==> src/rtl/alu_op_decoder.sv <==
// RV32I decode/issue stage: turns an instruction plus operands into ALU control, both ALU operands
// and side-band controls, held in a single valid/ready ID/EX register.
module alu_op_decoder #(
  parameter int unsigned XLEN   = 32,
  parameter int unsigned REG_AW = 5
) (
  input  logic              clk,
  input  logic              reset,
  input  logic              in_valid,
  output logic              in_ready,
  input  logic [31:0]       instr,
  input  logic [XLEN-1:0]   pc,
  input  logic [XLEN-1:0]   rs1_data,
  input  logic [XLEN-1:0]   rs2_data,
  input  logic              flush,
  output logic              out_valid,
  input  logic              out_ready,
  output logic [3:0]        alu_control,
  output logic [XLEN-1:0]   left_operand,
  output logic [XLEN-1:0]   right_operand,
  output logic [REG_AW-1:0] rd,
  output logic              reg_write,
  output logic              mem_read,
  output logic              mem_write,
  output logic              is_branch,
  output logic              is_jump,
  output logic [XLEN-1:0]   target,
  output logic              illegal
);

  localparam logic [3:0] AluAdd  = 4'd0;
  localparam logic [3:0] AluSub  = 4'd1;
  localparam logic [3:0] AluSll  = 4'd2;
  localparam logic [3:0] AluSlt  = 4'd3;
  localparam logic [3:0] AluSltu = 4'd4;
  localparam logic [3:0] AluXor  = 4'd5;
  localparam logic [3:0] AluSrl  = 4'd6;
  localparam logic [3:0] AluSra  = 4'd7;
  localparam logic [3:0] AluOr   = 4'd8;
  localparam logic [3:0] AluAnd  = 4'd9;
  localparam logic [3:0] BBeq    = 4'd10;
  localparam logic [3:0] BBne    = 4'd11;
  localparam logic [3:0] BBlt    = 4'd12;
  localparam logic [3:0] BBge    = 4'd13;
  localparam logic [3:0] BLtu    = 4'd14;
  localparam logic [3:0] BGeu    = 4'd15;

  typedef struct packed {
    logic [3:0]        alu;
    logic [XLEN-1:0]   lop;
    logic [XLEN-1:0]   rop;
    logic [REG_AW-1:0] rd;
    logic              rw;
    logic              mr;
    logic              mw;
    logic              br;
    logic              jp;
    logic [XLEN-1:0]   tgt;
    logic              ill;
  } op_t;

  op_t  op_q, op_d, dec;
  logic valid_q, valid_d;
  logic load;

  logic [6:0]  opcode;
  logic [2:0]  funct3;
  logic [6:0]  funct7;
  logic [31:0] imm_i, imm_s, imm_b, imm_u, imm_j;

  assign opcode = instr[6:0];
  assign funct3 = instr[14:12];
  assign funct7 = instr[31:25];
  assign imm_i  = {{20{instr[31]}}, instr[31:20]};
  assign imm_s  = {{20{instr[31]}}, instr[31:25], instr[11:7]};
  assign imm_b  = {{19{instr[31]}}, instr[31], instr[7], instr[30:25], instr[11:8], 1'b0};
  assign imm_u  = {instr[31:12], 12'b0};
  assign imm_j  = {{11{instr[31]}}, instr[31], instr[19:12], instr[20], instr[30:21], 1'b0};

  function automatic logic [3:0] alu_map(input logic [2:0] f3, input logic alt);
    logic [3:0] code;
    unique case (f3)
      3'd0:    code = alt ? AluSub : AluAdd;
      3'd1:    code = AluSll;
      3'd2:    code = AluSlt;
      3'd3:    code = AluSltu;
      3'd4:    code = AluXor;
      3'd5:    code = alt ? AluSra : AluSrl;
      3'd6:    code = AluOr;
      default: code = AluAnd;
    endcase
    return code;
  endfunction

  always_comb begin
    dec     = '0;
    dec.alu = AluAdd;
    dec.rd  = instr[11:7];
    unique case (opcode)
      7'b0110011: begin
        if (funct7 == 7'h00 || (funct7 == 7'h20 && (funct3 == 3'd0 || funct3 == 3'd5))) begin
          dec.alu = alu_map(funct3, funct7[5]);
          dec.lop = rs1_data;
          dec.rop = rs2_data;
          dec.rw  = 1'b1;
        end else begin
          dec.ill = 1'b1;
        end
      end
      7'b0010011: begin
        // Only shifts take the alternate encoding; ADDI never becomes SUB.
        dec.alu = alu_map(funct3, funct3 == 3'd5 && instr[30]);
        dec.lop = rs1_data;
        dec.rop = (funct3 == 3'd1 || funct3 == 3'd5) ? {27'b0, instr[24:20]} : imm_i;
        dec.rw  = 1'b1;
      end
      7'b0110111: begin
        dec.rop = imm_u;
        dec.rw  = 1'b1;
      end
      7'b0010111: begin
        dec.lop = pc;
        dec.rop = imm_u;
        dec.rw  = 1'b1;
      end
      7'b0000011: begin
        dec.lop = rs1_data;
        dec.rop = imm_i;
        dec.rw  = 1'b1;
        dec.mr  = 1'b1;
      end
      7'b0100011: begin
        dec.lop = rs1_data;
        dec.rop = imm_s;
        dec.mw  = 1'b1;
      end
      7'b1100011: begin
        dec.lop = rs1_data;
        dec.rop = rs2_data;
        dec.br  = 1'b1;
        dec.tgt = pc + imm_b;
        unique case (funct3)
          3'd0:    dec.alu = BBeq;
          3'd1:    dec.alu = BBne;
          3'd4:    dec.alu = BBlt;
          3'd5:    dec.alu = BBge;
          3'd6:    dec.alu = BLtu;
          3'd7:    dec.alu = BGeu;
          default: dec.ill = 1'b1;
        endcase
      end
      7'b1101111: begin
        dec.lop = pc;
        dec.rop = 32'd4;
        dec.rw  = 1'b1;
        dec.jp  = 1'b1;
        dec.tgt = pc + imm_j;
      end
      7'b1100111: begin
        dec.lop = pc;
        dec.rop = 32'd4;
        dec.rw  = 1'b1;
        dec.jp  = 1'b1;
        dec.tgt = (rs1_data + imm_i) & ~32'd1;
        dec.ill = (funct3 != 3'd0);
      end
      default: dec.ill = 1'b1;
    endcase
    // Illegal ops collapse to an inert ADD 0,0 with no side effects.
    if (dec.ill) begin
      dec     = '0;
      dec.alu = AluAdd;
      dec.ill = 1'b1;
    end
    if (dec.rd == '0) dec.rw = 1'b0;
  end

  assign in_ready = !valid_q || out_ready;
  assign load     = in_valid && in_ready;

  always_comb begin
    op_d = load ? dec : op_q;
    if (flush)          valid_d = 1'b0;
    else if (load)      valid_d = 1'b1;
    else if (out_ready) valid_d = 1'b0;
    else                valid_d = valid_q;
  end

  always_ff @(posedge clk or posedge reset) begin
    if (reset) begin
      valid_q <= 1'b0;
      op_q    <= '0;
    end else begin
      valid_q <= valid_d;
      op_q    <= op_d;
    end
  end

  assign out_valid     = valid_q;
  assign alu_control   = op_q.alu;
  assign left_operand  = op_q.lop;
  assign right_operand = op_q.rop;
  assign rd            = op_q.rd;
  assign reg_write     = op_q.rw;
  assign mem_read      = op_q.mr;
  assign mem_write     = op_q.mw;
  assign is_branch     = op_q.br;
  assign is_jump       = op_q.jp;
  assign target        = op_q.tgt;
  assign illegal       = op_q.ill;

endmodule

==> config.mk <==
export PLATFORM = sky130hd
export DESIGN_NAME = alu_op_decoder
export DESIGN_NICKNAME = d
export VERILOG_FILES = /design/src/rtl/alu_op_decoder.sv
export SDC_FILE = /design/constraint.sdc
export NUM_CORES = 1
export LEC_CHECK = 0
export ABC_AREA = 0
export CAP_MARGIN = 20
export CORE_UTILIZATION = 53
export CTS_CLUSTER_SIZE = 10
export DETAILED_ROUTE_END_ITERATION = 8
export MAX_ROUTING_LAYER = met4
export PLACE_DENSITY = 0.95
export SLEW_MARGIN = 20
export SYNTH_ARGS = -nofsm -noshare
export SYNTH_HDL_FRONTEND = slang
export SYNTH_SLANG_ARGS = --single-unit
==> constraint.sdc <==
create_clock -name clk -period 10.4 [get_ports clk]
set_clock_uncertainty 0.05 [all_clocks]
set_input_delay 1.04 -clock clk [delete_from_list [all_inputs] [get_ports clk]]
set_output_delay 1.04 -clock clk [all_outputs]
set_load 0.02 [all_outputs]
==> flow_metrics.env <==
export IMPL_die_area_um2=16400
export IMPL_place_congestion=0.960
export IMPL_fmax_mhz=187
export IMPL_worstMarginPinSlew_ns=1.12
export IMPL_grt_max_degree=80
export IMPL_dp_cells=1410
export IMPL_ys_seq_area_share_pct=33.2
export IMPL_finalCritPeriodShare_pct=51.5
export IMPL_path_class="in2reg"
export IMPL_slowest_stage="clkdlybuf4s50_1"
export IMPL_antenna_found_initial=0
export IMPL_rsz0062_at_grt="false"
export IMPL_status="complete, no violations"
export IMPL_yosysWarnings=0
export IMPL_std_cell_rows=45
export IMPL_cts_sinks=112
export IMPL_r2r_start="out_valid"
export IMPL_cp_slowest_stage_delay_ns=0.78
export IMPL_synth_main_ff_cell="dfrtp_1"
export IMPL_vias_per_cell=6.53
export IMPL_cts_setup_buffers=0
export IMPL_setup_viol=0
export IMPL_synth_seq_cells=112
export IMPL_cts_hold_buf=0
export IMPL_insertion_delay_ns=0.36
export IMPL_cp_cell_sequence="clkdlybuf4s50_1 > nand4b_1 > nor2_1 > nand2_1 > nand2_1 > o21ai_0 > ha_1 > fa_1 > a21o_1 > nand3_1 > a21oi_1 > o41a_1 > a31o_2 > a21o_1 > o41ai_2 > mux2i_1 > o211ai_2"
export IMPL_initialDrtViolationCount=1303
export IMPL_wl_per_cell_um=21.4
export IMPL_power_density_nw_per_um2=101
export IMPL_vias=9302
export IMPL_crit_path_end="target[31]"
export IMPL_power_mw=1.15
export IMPL_root_buffer="clkbuf_16"
export IMPL_cts_repair_resized=0
export IMPL_maxSlewHeadroom_pct=24.8
export IMPL_synthTopCellsByArea="dfrtp_1, ha_1, nand2_1"
export IMPL_drv_cap=0
export IMPL_fin_tns_setup_ns=0
export IMPL_drt_wl_total_mm=30.4
export IMPL_cp_num_cells=17
export IMPL_critPathLaunchType="input port"
export IMPL_synthesis_area_um2=8430
export IMPL_syn2layout_area_growth_pct=34.5
export IMPL_leakage_nw=4.71
export IMPL_synth_distinct_cells=70
export IMPL_synth_edf_count=0
export IMPL_syn_area_per_cell_um2=8.43
export IMPL_drive_gt1_share_pct=3.63
export IMPL_fillCellCount=1149
export IMPL_grt_overflow_total=0
export IMPL_r2r_slack_ns=7.37
export IMPL_crit_fanout=15
export IMPL_crit_family="compound AO/OA/AOI/OAI gates"
export IMPL_multi_input_area_um2=5360
export IMPL_dr_pass1_iters=8
export IMPL_grt_total_usage_pct=38.0
export IMPL_hold_depth=2
export IMPL_coreArea_um2=15400
export IMPL_hpwlAfterDp_mm=22.7
export IMPL_fin_nets=1409
export IMPL_r2r_cells=6
export IMPL_hold_class="reg2reg"
export IMPL_ir_worst_vdd_mv=0.0871
export IMPL_synthesis_nets=1199
export IMPL_grt_pass1_wl_mm=46.6
export IMPL_cts_tree="built"
export IMPL_die_w_um=128
export IMPL_ios=246
export IMPL_yosys_area_top_type="dfrtp_1"
export IMPL_finalHoldViolations=0
export IMPL_syn_inst=1000
export IMPL_crit_path_end_kind="register"
export IMPL_antenna_left=0
export IMPL_path_buf_inv=1
export IMPL_synthArstFlopShare_pct=100
export IMPL_finish_instance_area_um2=11300
export IMPL_post_route_drc_count=0
export IMPL_rr_endpoint="target[29]"
export IMPL_clk_pin_slew_ns=0.07
export IMPL_numPortBuffers=245
export IMPL_synth_top_area_share_pct=33.2
export IMPL_place_ws_ns=4.85
export IMPL_startpoint="instr[5]"
export IMPL_cts_max_path_buffers=2
export IMPL_antennaDiodeCount=0
export IMPL_synth_commonest_cells="nand2_1, dfrtp_1, o21ai_0"
export IMPL_die_h_um=128
export IMPL_seqCellArea_um2=2800
export IMPL_grt_pass1_vias=8667
export IMPL_start_util_pct=54.8
export IMPL_htreeDepth=3
export IMPL_stdcell_count=1424
export IMPL_cp_arrival_ns=5.54
export IMPL_required_ns=10.58
export IMPL_timing_final_ws_setup_ns=5.04
export IMPL_slew_viol_final=0
export IMPL_min_period_ns=5.36
export IMPL_yosysMostFrequentCell="nand2_1"
export IMPL_numCtsBuffers=9
export IMPL_placed_cell_area_um2=11000
## report_power, final
part	total, mW	internal [mW]	leakage, nW	switching (mW)
clock	0.368	0.205	0.151	0.163
sequential	0.439	0.437	1.56	0.00141
combinational	0.340	0.147	3.01	0.193
## flip-flops by register name, summed over array words and instances (netlist names)
signal	count
reg_write	1
mem_write	1
out_valid	1
left_operand	32
mem_read	1
illegal	1
is_branch	1
right_operand	32
target	32
alu_control	4
is_jump	1
rd	5
## how the worst min path moves through the flow
stage                              endpoint              start
after floorplan                   mem_write          mem_write
after global placement            mem_write          mem_write
after detailed placement  right_operand[19]  right_operand[19]
after CTS                 right_operand[19]  right_operand[19]
after global routing       left_operand[17]   left_operand[17]
final                      left_operand[23]   left_operand[23]
## layout by cell type, fill, tap and decap left out, types with 5 or more instances in the layout
cell             netlist  layout
a211oi_1               6       6
a21o_1                30      30
a21oi_1               64      64
a221oi_1              23      23
a22o_1                17      17
a22oi_1               55      55
a31oi_1               12      12
and2_1                 8       8
and3_1                12      12
buf_4                  0      10
clkbuf_16              0       9
clkdlybuf4s50_1        0     245
dfrtp_1              112     112
ha_1                  64      64
inv_1                 21      20
mux2i_1                5       5
nand2_1              143     142
nand2b_1               7       7
nand3_1               16      16
nand4_1                5       5
nor2_1                40      40
nor2b_1               14      14
nor3_1                11      11
o211ai_1               6       6
o21a_1                 7       7
o21ai_0               97      97
o21ai_1               25      22
o22ai_1               12      12
o31ai_1                9       9
or2_2                  5       5
xnor2_1               30      30
xor2_1                24      24
## cell families after synthesis
family	count (synthesis)	synth area share (%)
flops	112	33.2
mux	6	0.727
xor+xnor	54	5.61
compound gates	402	31.4
simple gates	283	15.5
buf+inv	77	3.49
fa+ha+maj	66	9.97
## routing by layer
| metal | track usage [%] | share of wire (%) | vias to the layer above |
|---|---|---|---|
| met5 | - | 0 | - |
| met4 | 15.6 | 4.0 | 0 |
| met3 | 6.34 | 10 | 114 |
| met2 | 58.6 | 46 | 625 |
| met1 | 49.7 | 40 | 4394 |
| li1 | - | - | 4169 |
## per-stage QoR
stage | utilization [%] | hold slack [ns]
floorplan | - | 0.533
detailed placement | 71.8 | 0.420
CTS | 73.8 | 0.436
global placement | 71.8 | 0.400
finish | 73.8 | 0.433
global route | 73.8 | 0.457
## worst reg2reg max path: stages (launching register included)
cell	delay, ns
dfrtp_1	0.38
nand2b_1	0.18
nand2_4	0.30
nor2_1	0.98
nand2_1	0.55
nor3b_1	0.38
a221o_1	0.15
## area by class of cell
type,instances,area share (%)
tap,211,2.33
timing repair buffer,255,22.3
sequential,112,24.7
clock buffer,12,2.35
multi-input combinational,811,47.3
clock inverter,2,0.342
inverter,21,0.717
No activity file was read; power rests on OpenSTA's default activity.
